File: src/rtl/execution_dispatcher_if.sv
// Fill-report intake (valid/ready + hold) and execute-strobe output bundle of the execution dispatcher.
interface execution_dispatcher_if #(
    parameter int ID_W = 2
);
    logic            i_fill_valid;
    logic            o_fill_ready;
    logic [ID_W-1:0] i_fill_stock_id;
    logic            i_fill_side;
    logic [15:0]     i_fill_quantity;
    logic            i_hold;
    logic            o_execute_order;
    logic            o_execute_order_side;
    logic [15:0]     o_execute_order_quantity;
    logic [ID_W-1:0] o_stock_id;

    modport master (
        output i_fill_valid, i_fill_stock_id, i_fill_side, i_fill_quantity, i_hold,
        input  o_fill_ready, o_execute_order, o_execute_order_side,
               o_execute_order_quantity, o_stock_id
    );

    modport slave (
        input  i_fill_valid, i_fill_stock_id, i_fill_side, i_fill_quantity, i_hold,
        output o_fill_ready, o_execute_order, o_execute_order_side,
               o_execute_order_quantity, o_stock_id
    );
endinterface

File: src/rtl/execution_dispatcher.sv
// Buffers fill reports and issues one-cycle execute strobes (1 cycle fill-to-strobe, ready = not full, i_hold stalls),
// tracking saturating signed positions per stock; define POS_LIMIT_EN to build the per-stock limit flags.
module execution_dispatcher #(
    parameter int NUM_STOCKS = 4,
    parameter int FIFO_DEPTH = 8,
    parameter int POS_WIDTH  = 32,
    localparam int ID_W      = $clog2(NUM_STOCKS),
    localparam int AW        = $clog2(FIFO_DEPTH),
    localparam int CW        = $clog2(FIFO_DEPTH) + 1
) (
    input  logic                        i_clk,
    input  logic                        i_reset_n,
    execution_dispatcher_if.slave       bus,
    input  logic [ID_W-1:0]             i_query_stock_id,
    output logic signed [POS_WIDTH-1:0] o_position,
    output logic [CW-1:0]               o_fifo_count,
    output logic [NUM_STOCKS-1:0]       o_limit_flag,
    input  logic [POS_WIDTH-1:0]        i_max_position
);
    typedef struct packed {
        logic            side;
        logic [15:0]     qty;
        logic [ID_W-1:0] id;
    } fill_t;

    typedef enum logic [1:0] {S_IDLE, S_ISSUE, S_HOLD} state_t;

    localparam int EW = ((POS_WIDTH > 16) ? POS_WIDTH : 16) + 2;
    localparam logic signed [EW-1:0] POS_MAX = {{(EW-POS_WIDTH+1){1'b0}}, {(POS_WIDTH-1){1'b1}}};
    localparam logic signed [EW-1:0] POS_MIN = {{(EW-POS_WIDTH+1){1'b1}}, {(POS_WIDTH-1){1'b0}}};

    state_t                      r_state, w_state_nxt;
    fill_t                       r_mem [FIFO_DEPTH];
    logic [AW-1:0]               r_wr_ptr, r_rd_ptr;
    logic [CW-1:0]               r_count;
    fill_t                       r_out;
    logic signed [POS_WIDTH-1:0] r_position [NUM_STOCKS];

    logic                        w_fill_ready, w_push, w_pop, w_avail;
    fill_t                       w_in, w_head;
    logic signed [POS_WIDTH-1:0] w_cur;
    logic signed [EW-1:0]        w_pos_ext, w_delta, w_sum;
    logic signed [POS_WIDTH-1:0] w_pos_nxt;

    assign w_fill_ready = (r_count < CW'(FIFO_DEPTH));
    assign w_push       = bus.i_fill_valid & w_fill_ready & (bus.i_fill_quantity != 16'd0);
    assign w_avail      = (r_count != '0) | w_push;
    assign w_in         = '{side: bus.i_fill_side, qty: bus.i_fill_quantity, id: bus.i_fill_stock_id};
    // An empty FIFO forwards the incoming fill so it can strobe the very next cycle.
    assign w_head       = (r_count != '0) ? r_mem[r_rd_ptr] : w_in;

    always_ff @(posedge i_clk) begin
        if (!i_reset_n) r_state <= S_IDLE;
        else            r_state <= w_state_nxt;
    end

    always_comb begin
        w_state_nxt = r_state;
        case (r_state)
            S_IDLE, S_ISSUE: begin
                if (!w_avail)       w_state_nxt = S_IDLE;
                else if (bus.i_hold) w_state_nxt = S_HOLD;
                else                w_state_nxt = S_ISSUE;
            end
            S_HOLD:  if (!bus.i_hold) w_state_nxt = S_ISSUE;
            default: w_state_nxt = S_IDLE;
        endcase
    end

    always_comb begin
        w_pop                        = (w_state_nxt == S_ISSUE);
        bus.o_execute_order          = (r_state == S_ISSUE);
        bus.o_execute_order_side     = r_out.side;
        bus.o_execute_order_quantity = r_out.qty;
        bus.o_stock_id               = r_out.id;
    end

    always_ff @(posedge i_clk) begin
        if (!i_reset_n) begin
            r_wr_ptr <= '0;
            r_rd_ptr <= '0;
            r_count  <= '0;
            r_out    <= '0;
        end else begin
            if (w_push) begin
                r_mem[r_wr_ptr] <= w_in;
                r_wr_ptr        <= r_wr_ptr + AW'(1);
            end
            if (w_pop) begin
                r_out    <= w_head;
                r_rd_ptr <= r_rd_ptr + AW'(1);
            end
            case ({w_push, w_pop})
                2'b10:   r_count <= r_count + CW'(1);
                2'b01:   r_count <= r_count - CW'(1);
                default: r_count <= r_count;
            endcase
        end
    end

    // Wide intermediate so a full 16-bit quantity can never wrap before clamping.
    always_comb begin
        w_cur     = r_position[r_out.id];
        w_pos_ext = {{(EW-POS_WIDTH){w_cur[POS_WIDTH-1]}}, w_cur};
        w_delta   = {{(EW-16){1'b0}}, r_out.qty};
        w_sum     = r_out.side ? (w_pos_ext - w_delta) : (w_pos_ext + w_delta);
        if (w_sum > POS_MAX)      w_pos_nxt = POS_MAX[POS_WIDTH-1:0];
        else if (w_sum < POS_MIN) w_pos_nxt = POS_MIN[POS_WIDTH-1:0];
        else                      w_pos_nxt = w_sum[POS_WIDTH-1:0];
    end

    always_ff @(posedge i_clk) begin
        if (!i_reset_n) begin
            for (int s = 0; s < NUM_STOCKS; s++) r_position[s] <= '0;
        end else if (r_state == S_ISSUE) begin
            r_position[r_out.id] <= w_pos_nxt;
        end
    end

    assign o_position   = r_position[i_query_stock_id];
    assign o_fifo_count = r_count;
    assign bus.o_fill_ready = w_fill_ready;

`ifdef POS_LIMIT_EN
    logic [NUM_STOCKS-1:0] r_limit_flag;
    logic [POS_WIDTH-1:0]  w_abs [NUM_STOCKS];

    always_comb begin
        for (int s = 0; s < NUM_STOCKS; s++)
            w_abs[s] = r_position[s][POS_WIDTH-1] ? POS_WIDTH'(-r_position[s]) : r_position[s];
    end

    always_ff @(posedge i_clk) begin
        if (!i_reset_n) begin
            r_limit_flag <= '0;
        end else begin
            for (int s = 0; s < NUM_STOCKS; s++)
                r_limit_flag[s] <= (w_abs[s] >= i_max_position);
        end
    end

    assign o_limit_flag = r_limit_flag;
`else
    logic w_unused_max;
    assign w_unused_max = ^i_max_position;
    assign o_limit_flag = '0;
`endif
endmodule

File: src/flat_wrapper.sv
// flat-port wrapper written by rule: the top's interface ports become plain ports
module execution_dispatcher_flat 
#(
    parameter int NUM_STOCKS = 4,
    parameter int FIFO_DEPTH = 8,
    parameter int POS_WIDTH  = 32,
    localparam int ID_W      = $clog2(NUM_STOCKS),
    localparam int AW        = $clog2(FIFO_DEPTH),
    localparam int CW        = $clog2(FIFO_DEPTH) + 1
)
  (i_clk, i_reset_n, i_query_stock_id, o_position, o_fifo_count, o_limit_flag, i_max_position, bus_i_fill_valid, bus_i_fill_stock_id, bus_i_fill_side, bus_i_fill_quantity, bus_i_hold, bus_o_fill_ready, bus_o_execute_order, bus_o_execute_order_side, bus_o_execute_order_quantity, bus_o_stock_id);
  execution_dispatcher_if #(.ID_W(2)) bus_i ();
  input  logic i_clk;
  input  logic i_reset_n;
  input  logic [ID_W-1:0] i_query_stock_id;
  output logic signed [POS_WIDTH-1:0] o_position;
  output logic [CW-1:0] o_fifo_count;
  output logic [NUM_STOCKS-1:0] o_limit_flag;
  input  logic [POS_WIDTH-1:0] i_max_position;
  input wire logic [$bits(bus_i.i_fill_valid)-1:0] bus_i_fill_valid;
  input wire logic [$bits(bus_i.i_fill_stock_id)-1:0] bus_i_fill_stock_id;
  input wire logic [$bits(bus_i.i_fill_side)-1:0] bus_i_fill_side;
  input wire logic [$bits(bus_i.i_fill_quantity)-1:0] bus_i_fill_quantity;
  input wire logic [$bits(bus_i.i_hold)-1:0] bus_i_hold;
  output wire logic [$bits(bus_i.o_fill_ready)-1:0] bus_o_fill_ready;
  output wire logic [$bits(bus_i.o_execute_order)-1:0] bus_o_execute_order;
  output wire logic [$bits(bus_i.o_execute_order_side)-1:0] bus_o_execute_order_side;
  output wire logic [$bits(bus_i.o_execute_order_quantity)-1:0] bus_o_execute_order_quantity;
  output wire logic [$bits(bus_i.o_stock_id)-1:0] bus_o_stock_id;
  assign bus_i.i_fill_valid = bus_i_fill_valid;
  assign bus_i.i_fill_stock_id = bus_i_fill_stock_id;
  assign bus_i.i_fill_side = bus_i_fill_side;
  assign bus_i.i_fill_quantity = bus_i_fill_quantity;
  assign bus_i.i_hold = bus_i_hold;
  assign bus_o_fill_ready = bus_i.o_fill_ready;
  assign bus_o_execute_order = bus_i.o_execute_order;
  assign bus_o_execute_order_side = bus_i.o_execute_order_side;
  assign bus_o_execute_order_quantity = bus_i.o_execute_order_quantity;
  assign bus_o_stock_id = bus_i.o_stock_id;
  execution_dispatcher #(.NUM_STOCKS(NUM_STOCKS), .FIFO_DEPTH(FIFO_DEPTH), .POS_WIDTH(POS_WIDTH)) u_core (.i_clk(i_clk), .i_reset_n(i_reset_n), .bus(bus_i), .i_query_stock_id(i_query_stock_id), .o_position(o_position), .o_fifo_count(o_fifo_count), .o_limit_flag(o_limit_flag), .i_max_position(i_max_position));
endmodule
File: config.mk
export PLATFORM = sky130hd
export DESIGN_NAME = execution_dispatcher_flat
export DESIGN_NICKNAME = d
export VERILOG_FILES = /design/src/rtl/execution_dispatcher_if.sv /design/src/rtl/execution_dispatcher.sv /design/src/flat_wrapper.sv
export SDC_FILE = /design/constraint.sdc
export NUM_CORES = 1
export LEC_CHECK = 0
export CELL_PAD_IN_SITES_DETAIL_PLACEMENT = 0
export CELL_PAD_IN_SITES_GLOBAL_PLACEMENT = 2
export CORE_ASPECT_RATIO = 1.75
export CORE_MARGIN = 5
export CORE_UTILIZATION = 38
export CTS_BUF_LIST = sky130_fd_sc_hd__clkbuf_4 sky130_fd_sc_hd__clkbuf_8 sky130_fd_sc_hd__clkbuf_16
export DETAILED_ROUTE_END_ITERATION = 8
export PLACE_DENSITY = 0.76
export SETUP_SLACK_MARGIN = 0.02
export SYNTH_ARGS = -nofsm -noshare
export SYNTH_HDL_FRONTEND = slang
export SYNTH_SLANG_ARGS = --single-unit
File: constraint.sdc
create_clock -name i_clk -period 4.7 [get_ports i_clk]
set_clock_uncertainty 0.1 [all_clocks]
set_input_delay 0.705 -clock i_clk [delete_from_list [all_inputs] [get_ports i_clk]]
set_output_delay 0.705 -clock i_clk [all_outputs]
set_load 0.1 [all_outputs]
## After elaboration in Yosys (flattened, before gate mapping)

Memories as Yosys holds them, arrays and structs flattened. A register that Yosys moved wholly into a read port is not among the register bits.
Index checks and enable logic that the tools add are counted.

| storage, ports and cells | value |
|---|---|
| register bits | 31 |
| RAM bits | 280 |
| input bits | 57 |
| output and inout port bits | 61 |
| word-level logic and storage cells | 55 |
| memories | 2 |

| operators by class | value |
|---|---|
| add/subtract/negate cells | 6 |
| $lt $le $gt $ge | 3 |
| eq/ne operators | 5 |
| mux-type cells | 23 |
| bitwise gates (word level) | 3 |
| reductions and logical operators | 6 |

Memories:

| memory | depth | bits a word | read ports | clocked after Yosys merged registers in | write ports | line | text |
|---|---|---|---|---|---|---|---|
| u_core.r_mem | 8 | 19 | 1 | 1 | 1 | execution_dispatcher.sv:33 | `fill_t r_mem [FIFO_DEPTH];` |
| u_core.r_position | 4 | 32 | 2 | 1 | 4 | execution_dispatcher.sv:37 | `logic signed [POS_WIDTH-1:0] r_position [NUM_STOCKS];` |

Operator list:

| cell | count |
|---|---|
| $mux 32 | 3 |
| $gt 34x32->1 const B | 1 |
| $lt 34x32->1 const B | 1 |
| $mux 34 | 1 |
| $add 32x17->33 | 1 |
| $sub 32x17->33 | 1 |
| $reduce_or 32->1 | 1 |
| $mux 19 | 1 |
| $reduce_bool 16->1 | 1 |
| $mux 2 | 6 |
| $mux 1 | 8 |
| $pmux 4 s2 | 1 |
| $add 3x1->3 const B | 2 |
| $eq 2x1->1 const B | 3 |
| $mux 3 | 2 |
| $add 4x1->4 const B | 1 |
| $eq 2x2->1 const B | 2 |
| $lt 4x4->1 const B | 1 |
| $pmux 2 s2 | 1 |
| $reduce_bool 4->1 | 1 |
| $sub 4x1->4 const B | 1 |
| $and 1x1->1 | 2 |
| $logic_not 2->1 | 1 |
| $reduce_bool 2->1 | 1 |
| other kinds (2) | 2 |

## Depth between registers and ports, before layout

| logic depth | value |
|---|---|
| depth in word-level cells | 9 |
| depth in mapped cells | 20 |
| depth with buffers taken out | 17 |

## Worst setup path before layout

Ideal clock, no wire load.

| timing | value |
|---|---|
| path kind | register -> register |
| from | reg u_core.r_out, in the netlist u_core.bus.o_execute_order_quantity[2] |
| to | mem u_core.r_position[3][11], data pin |
| library setup time | 0.276 ns |
| data arrival time | 4.571 ns |
| data required time | 4.324 ns |
| setup slack | -0.248 ns |
| stages on the path, launching flop included | 21 |
| path buffers | 3 |
| clock period less this slack | 4.948 ns |
| path through | dfxtp_1 -> nor2_1 -> nor4b_1 -> nor3b_1 -> and2_1 -> inv_1 -> nor2_1 -> ha_1 -> mux2i_1 -> ha_1 -> nand4_1 -> or3_1 -> nand2b_1 -> a21o_1 -> a21o_1 -> o211a_1 -> buf_4 -> nor3_2 -> buf_6 -> buf_6 -> o31ai_2 |

RTL lines:

| what | line | text |
|---|---|---|
| start: declaration | execution_dispatcher.sv:36 | `fill_t r_out;` |
| start signal: assignment | execution_dispatcher.sv:90 | `r_out <= w_head;` |
| end: declaration | execution_dispatcher.sv:37 |  |

==> results_dict.tcl <==
set metrics [dict create \
    status "finished clean" \
    hold_class "reg2reg" \
    synthMuxAreaShare_pct 15.3 \
    critPathLaunchType "register" \
    cap_viol_max_count 0 \
    worstPathRequired_ns 4.98 \
    syn_area_sq_um 16500 \
    synth_xor_area_share_pct 2.60 \
    vias_per_cell 5.66 \
    cts_tree "done" \
    fmax_mhz 224 \
    endpoint_kind "register" \
    cts_htree_levels 1 \
    core_sq_um 43100 \
    finalCriticalPeriod_ns 4.47 \
    antenna_cells 0 \
    synth_most_common_cell "edfxtp_1" \
    grtUsageTotal_pct 20.1 \
    synth_cells 1180 \
    first_pass_iters 7 \
    synth_fa_ha_area_share_pct 3.28 \
    min_from "u_core.r_rd_ptr[1]" \
    crit_path_max_fanout 19 \
    synth_top_family_by_area "multiplexers" \
    io_buffers 81 \
    cts_buffers 30 \
    synth_top_cell_by_area "edfxtp_1" \
    ant_nets 0 \
    cts.clk_slew.worst_paths_ns 0.07 \
    ys_async_sr_fraction_pct 0 \
    ios 118 \
    rrSetupSlack_ns 0.23 \
    num_vias 10900 \
    synth_compound_area_share_pct 12.3 \
    dieArea_sq_um 47800 \
    die_w_um 167 \
    syn2layout_area_growth_pct 20.7 \
    rr_startpoint "u_core.bus.o_execute_order_quantity[2]" \
    yosys-top-cells-area "edfxtp_1 (51%), mux4_2 (14%), dfxtp_1 (4.4%)" \
    antenna_found_initial 0 \
    drc 0 \
    synthSimpleGateAreaFrac_pct 8.15 \
    gp_congestion 0.933 \
    cts-root-buf "clkbuf_16" \
    dieHeight_um 285 \
    hold_viol 0 \
    max_slew.worst_pin.slew_ns 1.09 \
    period_share_pct 95.0 \
    hold_slack_ns 0.409 \
    crit_path_end "u_core.r_position[1][1]" \
    clk-insertion-delay-late_ns 0.57 \
    grt_pass1_vias 11700 \
    ys_seq_area_share_pct 55.4 \
    initialDrtViolationCount 711 \
    clkSinkCount 316 \
    dp.final_hpwl_mm 34.8 \
    synth_edf_count 280 \
    nets 1442 \
    setup_viol 0 \
    worstSetupPathType "reg2reg" \
    ff2ff_path_depth 22 \
    synth_cell_types 67 \
    synth.ff_latch_count 316 \
    rr_endpoint "u_core.r_position[1][1]" \
    rsz0062_at_grt "yes" \
    grt_pass1_wl_mm 73.1 \
    cp_data_arrival_time_ns 4.74 \
    synth_ff_type "edfxtp_1" \
    synth_warnings 0 \
    synth_area_per_cell_sq_um 14.0 \
    drive_gt1_share_pct 28.3 \
    wire_per_inst_um 25.3 \
    routed_wl_mm 48.9 \
    grt_overflow 0 \
    synth_top_area_share_pct 51.1 \
    startpoint "u_core.bus.o_execute_order_quantity[2]" \
    grt_max_degree 40 \
    fp-row-count 101 \
    clockBufferDepth 3 \
    netlist_top_cells_count "edfxtp_1 (280), mux4_2 (102), nand2_1 (88), o31ai_1 (71)" \
    relSlewSlack_pct 27.0 \
    finalSetupTns_ns 0 \
    start_util_pct 38.2 \
    maxSlewViolCount 0 \
]
stage by stage:
step           util, %  cells  setup WS, ns  area [sq um]
5_1_grt           46.1   1932        0.0192         19900
4_1_cts           45.6   1926        0.0389         19700
2_1_floorplan        -   1183         0.100         16500
6_report          46.1   1932         0.234         19900
3_5_place_dp      43.1   1867        -0.273         18600
3_3_place_gp      43.1   1867        -0.226         18600
repair_timing:
action | 4_1_cts | 5_1_grt
gates cloned | 0 | 1
hold buffers | 0 | 0
pin swaps | 5 | 9
setup buffers | 4 | 5
endpoints found under the setup margin | 124 | 124
resized for setup | 4 | 32
worst min-delay path by stage:
stage | end | slack (ns) | cells after the start
6_report | u_core.r_rd_ptr[1] | 0.41 | 2
3_5_place_dp | u_core.r_rd_ptr[1] | 0.40 | 2
3_3_place_gp | register | 0.37 | 2
5_1_grt | u_core.r_rd_ptr[1] | 0.46 | 2
4_1_cts | u_core.r_rd_ptr[1] | 0.41 | 2
2_1_floorplan | register | 0.37 | 2
kinds of logic (layout without fill, tap and decap cells):
logic type / count (synthesis) / count (layout)
fa+ha+maj: 42 / 42
other cells: 1 / 4
simple gates: 264 / 264
flops: 316 / 316
xor+xnor: 48 / 48
buf+inv: 105 / 288
mux: 124 / 124
compound gates: 280 / 280
critical path: stages, from the launching register on:
cell     delay (ns)
dfxtp_2        0.33
nor2_4         0.12
nor4b_4        0.20
buf_4          0.15
nor3b_2        0.14
buf_4          0.14
and2_1         0.13
inv_1          0.07
nor2_4         0.13
ha_1           0.23
mux2i_1        0.13
ha_1           0.29
a21oi_1        0.24
o21ai_2        0.12
a41oi_2        0.28
o21ai_4        0.13
o31a_1         0.35
buf_4          0.18
o21ai_4        0.22
buf_4          0.17
nand4_2        0.10
buf_12         0.20
o31ai_1        0.09
flip-flops by register name (all words and copies together) (netlist names), named ones only:
name                                 cells
u_core.bus.o_execute_order_side          1
u_core.r_rd_ptr                          3
u_core.o_fifo_count                      4
u_core.r_mem                           152
u_core.bus.o_execute_order_quantity     16
u_core.r_state                           2
u_core.bus.o_stock_id                    2
u_core.r_position                      128
u_core.r_wr_ptr                          3
metal layers:
layer | part of all wire, % | vias up | GRT usage [%]
met5 | 0 | - | 0
met4 | 4.7 | 0 | 7.96
met3 | 3.7 | 102 | 2.08
met2 | 58 | 261 | 40.7
met1 | 34 | 5552 | 20.7
li1 | - | 5026 | -
layout by cell type, fill, tap and decap left out, types with 5 or more instances in the layout:
cell type        count
edfxtp_1           280
buf_4              146
mux4_2             102
nand2_1             88
o31ai_1             59
clkdlybuf4s50_1     47
a21oi_1             46
ha_1                40
nor2_1              39
clkbuf_16           32
xnor2_1             30
and3_1              29
a21o_1              29
dfxtp_1             29
o31ai_2             24
o211ai_1            23
inv_1               22
a21boi_0            22
mux2i_1             21
nor3_1              19
o21ai_0             19
xor2_1              17
a211oi_1            15
and2_1              13
buf_12              10
nand2b_1             9
nor4_1               8
nand4_1              8
nand3_1              7
or3_1                7
dfxtp_2              7
o21a_1               6
nor2_2               6
clkinv_2             6
nor2b_1              5
clkinv_1             5
o211a_1              5
clkbuf_4             5
final cells by class:
type | count | area (sq um)
well taps | 566 | 708
multi-input cells | 762 | 7070
inverters | 23 | 86.3
flip-flops and latches | 316 | 9140
repair buffers | 210 | 1850
fillers | 3928 | 23200
clock buffers | 37 | 827
clock inverters | 18 | 199
Power is left out: the tool's default activity adds up to more than one toggle a clock period on the data nets, which glitch-free logic cannot reach.
